### src/rtl/store_trace_buffer.sv
// store_trace_buffer: logs word-aligned CPU stores that fall inside an address window into a
// first-word-fall-through FIFO. Define STORE_TRACE_TIMESTAMP_EN to tag entries with a cycle stamp.
module store_trace_buffer #(
    parameter int unsigned DEPTH     = 8,
    parameter logic [31:0] ADDR_BASE = 32'h0000_0040,
    parameter logic [31:0] ADDR_MASK = 32'hFFFF_FFC0
) (
    input  logic                   clk,
    input  logic                   reset,
    input  logic                   memwrite,
    input  logic [31:0]            dataadr,
    input  logic [31:0]            writedata,
    output logic                   out_valid,
    input  logic                   out_ready,
    output logic [31:0]            out_addr,
    output logic [31:0]            out_data,
`ifdef STORE_TRACE_TIMESTAMP_EN
    output logic [31:0]            out_stamp,
`endif
    output logic [$clog2(DEPTH):0] count,
    output logic                   overflow,
    output logic                   misalign,
    output logic [7:0]             drop_cnt
);

    localparam int unsigned PTR_W = $clog2(DEPTH);
    localparam int unsigned CNT_W = PTR_W + 1;

    typedef struct packed {
        logic [31:0] addr;
        logic [31:0] data;
`ifdef STORE_TRACE_TIMESTAMP_EN
        logic [31:0] stamp;
`endif
    } entry_t;

    entry_t             mem [DEPTH];
    entry_t             wr_entry;
    logic [PTR_W-1:0]   wr_ptr;
    logic [PTR_W-1:0]   rd_ptr;
    logic [CNT_W-1:0]   count_nxt;
    logic               hit;
    logic               push_req;
    logic               pop;
    logic               full;
    logic               push;
    logic               drop;

`ifdef STORE_TRACE_TIMESTAMP_EN
    logic [31:0]        stamp_cnt;

    // Free-running capture clock; wraps naturally at 2^32.
    always_ff @(posedge clk) begin
        if (!reset) begin
            stamp_cnt <= 32'd0;
        end else begin
            stamp_cnt <= stamp_cnt + 32'd1;
        end
    end
`endif

    // Window match and push/pop qualification; only registered state feeds the drain side.
    always_comb begin
        hit      = memwrite && ((dataadr & ADDR_MASK) == ADDR_BASE);
        push_req = hit && (dataadr[1:0] == 2'b00);
        pop      = out_valid && out_ready;
        full     = (count == CNT_W'(DEPTH));
        push     = push_req && (!full || pop);
        drop     = push_req && full && !pop;
    end

    always_comb begin
        wr_entry       = '0;
        wr_entry.addr  = dataadr;
        wr_entry.data  = writedata;
`ifdef STORE_TRACE_TIMESTAMP_EN
        wr_entry.stamp = stamp_cnt;
`endif
    end

    always_comb begin
        count_nxt = count;
        unique case ({push, pop})
            2'b10:   count_nxt = count + CNT_W'(1);
            2'b01:   count_nxt = count - CNT_W'(1);
            default: count_nxt = count;
        endcase
    end

    // Entry storage carries no reset; occupancy alone decides what is meaningful.
    always_ff @(posedge clk) begin
        if (reset && push) begin
            mem[wr_ptr] <= wr_entry;
        end
    end

    always_ff @(posedge clk) begin
        if (!reset) begin
            wr_ptr    <= '0;
            rd_ptr    <= '0;
            count     <= '0;
            out_valid <= 1'b0;
        end else begin
            if (push) begin
                wr_ptr <= wr_ptr + PTR_W'(1);
            end
            if (pop) begin
                rd_ptr <= rd_ptr + PTR_W'(1);
            end
            count     <= count_nxt;
            out_valid <= (count_nxt != '0);
        end
    end

    // Sticky error reporting; the drop counter saturates instead of wrapping.
    always_ff @(posedge clk) begin
        if (!reset) begin
            overflow <= 1'b0;
            misalign <= 1'b0;
            drop_cnt <= 8'd0;
        end else begin
            if (hit && (dataadr[1:0] != 2'b00)) begin
                misalign <= 1'b1;
            end
            if (drop) begin
                overflow <= 1'b1;
                if (drop_cnt != 8'hFF) begin
                    drop_cnt <= drop_cnt + 8'd1;
                end
            end
        end
    end

    // Head of queue is read straight from storage (first-word-fall-through).
    always_comb begin
        out_addr  = mem[rd_ptr].addr;
        out_data  = mem[rd_ptr].data;
`ifdef STORE_TRACE_TIMESTAMP_EN
        out_stamp = mem[rd_ptr].stamp;
`endif
    end

endmodule

### config.mk
export PLATFORM = sky130hd
export DESIGN_NAME = store_trace_buffer
export DESIGN_NICKNAME = d
export VERILOG_FILES = /design/src/rtl/store_trace_buffer.sv
export SDC_FILE = /design/constraint.sdc
export NUM_CORES = 1
export LEC_CHECK = 0
export BUFFER_PORTS_ARGS = -buffer_cell sky130_fd_sc_hd__buf_2
export CELL_PAD_IN_SITES_DETAIL_PLACEMENT = 0
export CELL_PAD_IN_SITES_GLOBAL_PLACEMENT = 1
export CORE_UTILIZATION = 35
export DETAILED_ROUTE_END_ITERATION = 16
export HOLD_SLACK_MARGIN = 0.1
export PLACE_DENSITY = 0.69
export SYNTH_ARGS = -nofsm -noshare
export SYNTH_HDL_FRONTEND = slang
export SYNTH_SLANG_ARGS = --single-unit
export TNS_END_PERCENT = 50
### constraint.sdc
create_clock -name clk -period 7.3 [get_ports clk]
set_input_delay 1.46 -clock clk [delete_from_list [all_inputs] [get_ports clk]]
set_output_delay 1.46 -clock clk [all_outputs]
set_load 0.02 [all_outputs]
==> out/qor.yml <==
outcome:
  status: "finished clean"
detailed_routing:
  via_count: 9486
  wirelength_um: 42600
  wl_per_cell_um: 22.5
  via_per_inst: 5.01
  drc_errors: 0
  firstDrtPassIters: 4
  drt_first_iter_violations: 632
  postRouteAntennaNets: 0
critical_path:
  cp_cell_sequence: "buf_4 -> mux4_2 -> mux2_2 -> buf_2"
  cpLargestDelayFamily: "multiplexers"
  cp_slowest_cell: "dfxtp_4"
  slowest_delay_ns: 0.80
  critPathKind: "flop to output port"
  start_kind: "flop"
  timing.critical_path.buf_inv: 2
  worstPathMaxFanout: 34
  worstPathRequired_ns: 5.84
  arrival_ns: 3.24
  end_kind: "output port"
global_route:
  grt_max_degree: 66
  grt_pass1_wl_um: 63900
  use_met2_pct: 23.1
  met3_usage_pct: 3.26
  grt_most_used_layer: "met2"
  overflow: 0
  grt_pass1_vias: 9906
  grt_antenna_before_repair: 8
  gr-usage-met1_pct: 19.8
  grt.total_usage_pct: 14.5
cells_and_area:
  syn_to_final_growth_pct: 17.4
  nNetsFinal: 1155
  finalInstanceArea_sq_mm: 0.0241
  seqCellArea_sq_mm: 0.0159
  layout_commonest_cell: "edfxtp_1"
  mostFrequentLayoutCells: "512 x edfxtp_1, 146 x buf_2, 128 x mux4_2"
  drive_gt1_share_pct: 40.4
  final_util_pct: 41.7
  fillers: 5047
  multi_input_area_sq_mm: 0.00457
place:
  place_congestion: 0.735
  place_hpwl_um: 24400
  port_buffers: 146
  dpl_worst_slack_ns: 2.13
  dpl-instance-area_sq_mm: 0.0223
clock_tree:
  clk_latency_ns: 0.61
  cts_tree: "built"
  cts_root_buf: "clkbuf_16"
  numCtsBuffers: 54
  cts_setup_buffers: 0
  clkSinkCount: 536
  cts_hold_buf: 0
  htreeDepth: 2
  clockBufferDepth: 3
  cts-resized-gates: 0
  clkSlewWorstSetupHoldPaths_ns: 0.06
yosys:
  synthMuxAreaShare_pct: 17.6
  synth-main-ff-cell: "edfxtp_1"
  yosys.area_share.adder_pct: 0.402
  synth_top_family_by_area: "multiplexers"
  syn-num-nets: 978
  synth_top_area_cell: "edfxtp_1"
  synth_top_area_share_pct: 74.9
  synth_cells: 904
  yosysSeqAreaShare_pct: 77.2
  synth.distinct_cells: 43
  ys_top_cells_by_area: "edfxtp_1 75%, mux4_2 14%, mux2_2 3.5%"
  synth_compound_area_share_pct: 0.743
  yosys_warnings: 0
  synth_simple_gate_area_share_pct: 2.59
  synth_edf_count: 512
  syn_area_sq_mm: 0.0205
  synth_seq_cells: 536
  syn_avg_cell_area_sq_um: 22.7
  synth_xor_area_share_pct: 0.554
  synthArstFlopShare_pct: 0
sta:
  fin_crit_sh_pct: 64.4
  fin_ws_ns: 2.60
  finalSetupTns_ns: 0
  fmax_ghz: 0.213
  drv_slew: 0
  fin_crit_ns: 4.70
  hold_viol: 0
  rsz0062_at_grt: "false"
  tightest_slew_ns: 0.986
  setup-violations-final: 0
  slew_headroom_pct: 33.7
  skew_ns: 0.0164
floorplan:
  core_sq_mm: 0.0578
  die_w_um: 244
  rows: 88
  io_pins: 147
  dieHeight_um: 244
  initial_core_util_pct: 35.5
  dieArea_sq_mm: 0.0597
power_and_ir_drop:
  irDropWorstVdd_uv: 159
  power_frac_comb_pct: 1.0
  p_leak_uw: 0.00754
  p_seq_share_pct: 54.1
  power.share.switching_pct: 19.3
  power_density_mw_per_mm2: 258
  p_sw_uw: 1200
  pwr-share-clk_pct: 44.9
  internal_power_uw: 5010
min_path:
  hp-class: "flop to flop"
flow_run:
  cap_violations: 0
-- cells by family (layout without fill, tap and decap cells) --
| group | Yosys count | in the layout |
|---|---|---|
| flops | 536 | 536 |
| compound gates | 21 | 21 |
| mux | 194 | 194 |
| fa+ha+maj | 6 | 6 |
| buf+inv | 45 | 266 |
| simple gates | 89 | 89 |
| other cells | 0 | 3 |
| xor+xnor | 13 | 13 |
-- power groups by stage --
stage | Clock, uW | Sequential [uW] | Combinational (uW)
floorplan | 0 | 3430 | 4.25
global placement | 0 | 3430 | 60.1
detailed placement | 0 | 3430 | 64.4
CTS | 2850 | 3360 | 64.4
global route | 2970 | 3360 | 70.9
finish | 2790 | 3360 | 63.6
-- tightest hold or removal path, delay by kind of cell (launching register included) --
| kind | cells | cell delay (ns) |
|---|---|---|
| AO/OA/AOI/OAI | 1 | 0.06 |
| flip-flops | 1 | 0.31 |
| buffers and inverters | 1 | 0.04 |
-- cell usage after synthesis (2+ instances only) --
master and number:
o311a_1 2, nand2b_1 2, nand4_1 4, nor2b_1 2, clkbuf_1 26, buf_1 13
xnor2_1 7, o21ai_0 4, edfxtp_1 512, o2bb2ai_1 2, mux2_2 64, dfxtp_1 24
a21oi_1 3, nand2_1 17, a21boi_0 3, nor3b_1 3, mux4_2 128, and2_1 16
xor2_1 6, nor2_1 9, mux2i_1 2, o211ai_1 2, nor3_1 8, nand3_1 7
nor4_1 10, nor4_2 3, ha_1 5, a21o_1 2, inv_1 4
-- area by class of cell --
type                    instances  area share, %
clock buffers                  65           5.86
multi-input cells             323           18.9
flip-flops and latches        536           65.8
inverters                       4         0.0623
repair buffers                162           3.68
well taps                     765           3.97
diodes                          3         0.0311
clock inverters                35           1.66
-- stage by stage --
step | hold slack (ns) | total power, uW | std cells
CTS | 0.455 | 6280 | 1890
floorplan | 0.466 | 3430 | 904
global placement | 0.444 | 3490 | 1790
global route | 0.479 | 6400 | 1890
detailed placement | 0.445 | 3490 | 1790
finish | 0.450 | 6210 | 1893
-- worst paths after layout --
check                         from                    end  slack, ns  depth (start not counted)
max                           flop           out_data[16]       2.60                          4
min          overflow$_SDFFE_PN0P_  overflow$_SDFFE_PN0P_       0.45                          2
max reg2reg    count[1]$_SDFF_PN0_    mem[6][7]$_DFFE_PP_       4.30                          5
min reg2reg  overflow$_SDFFE_PN0P_  overflow$_SDFFE_PN0P_       0.45                          2
-- layer usage --
metal | part of all wire, % | routed length [um] | vias to the layer above
met5 | 0.11 | 46 | -
met3 | 5.7 | 2440 | 67
met2 | 49 | 20700 | 238
met1 | 44 | 18600 | 5009
li1 | - | - | 4164
met4 | 1.8 | 753 | 8
-- sequential cells by signal, summed over array words and instances (netlist names), named ones only --
register and cells:
mem 512, count 4, wr_ptr 3, misalign 1
rd_ptr 3, overflow 1, out_valid 1, drop_cnt 8
Power figures use the tool's default switching activity.
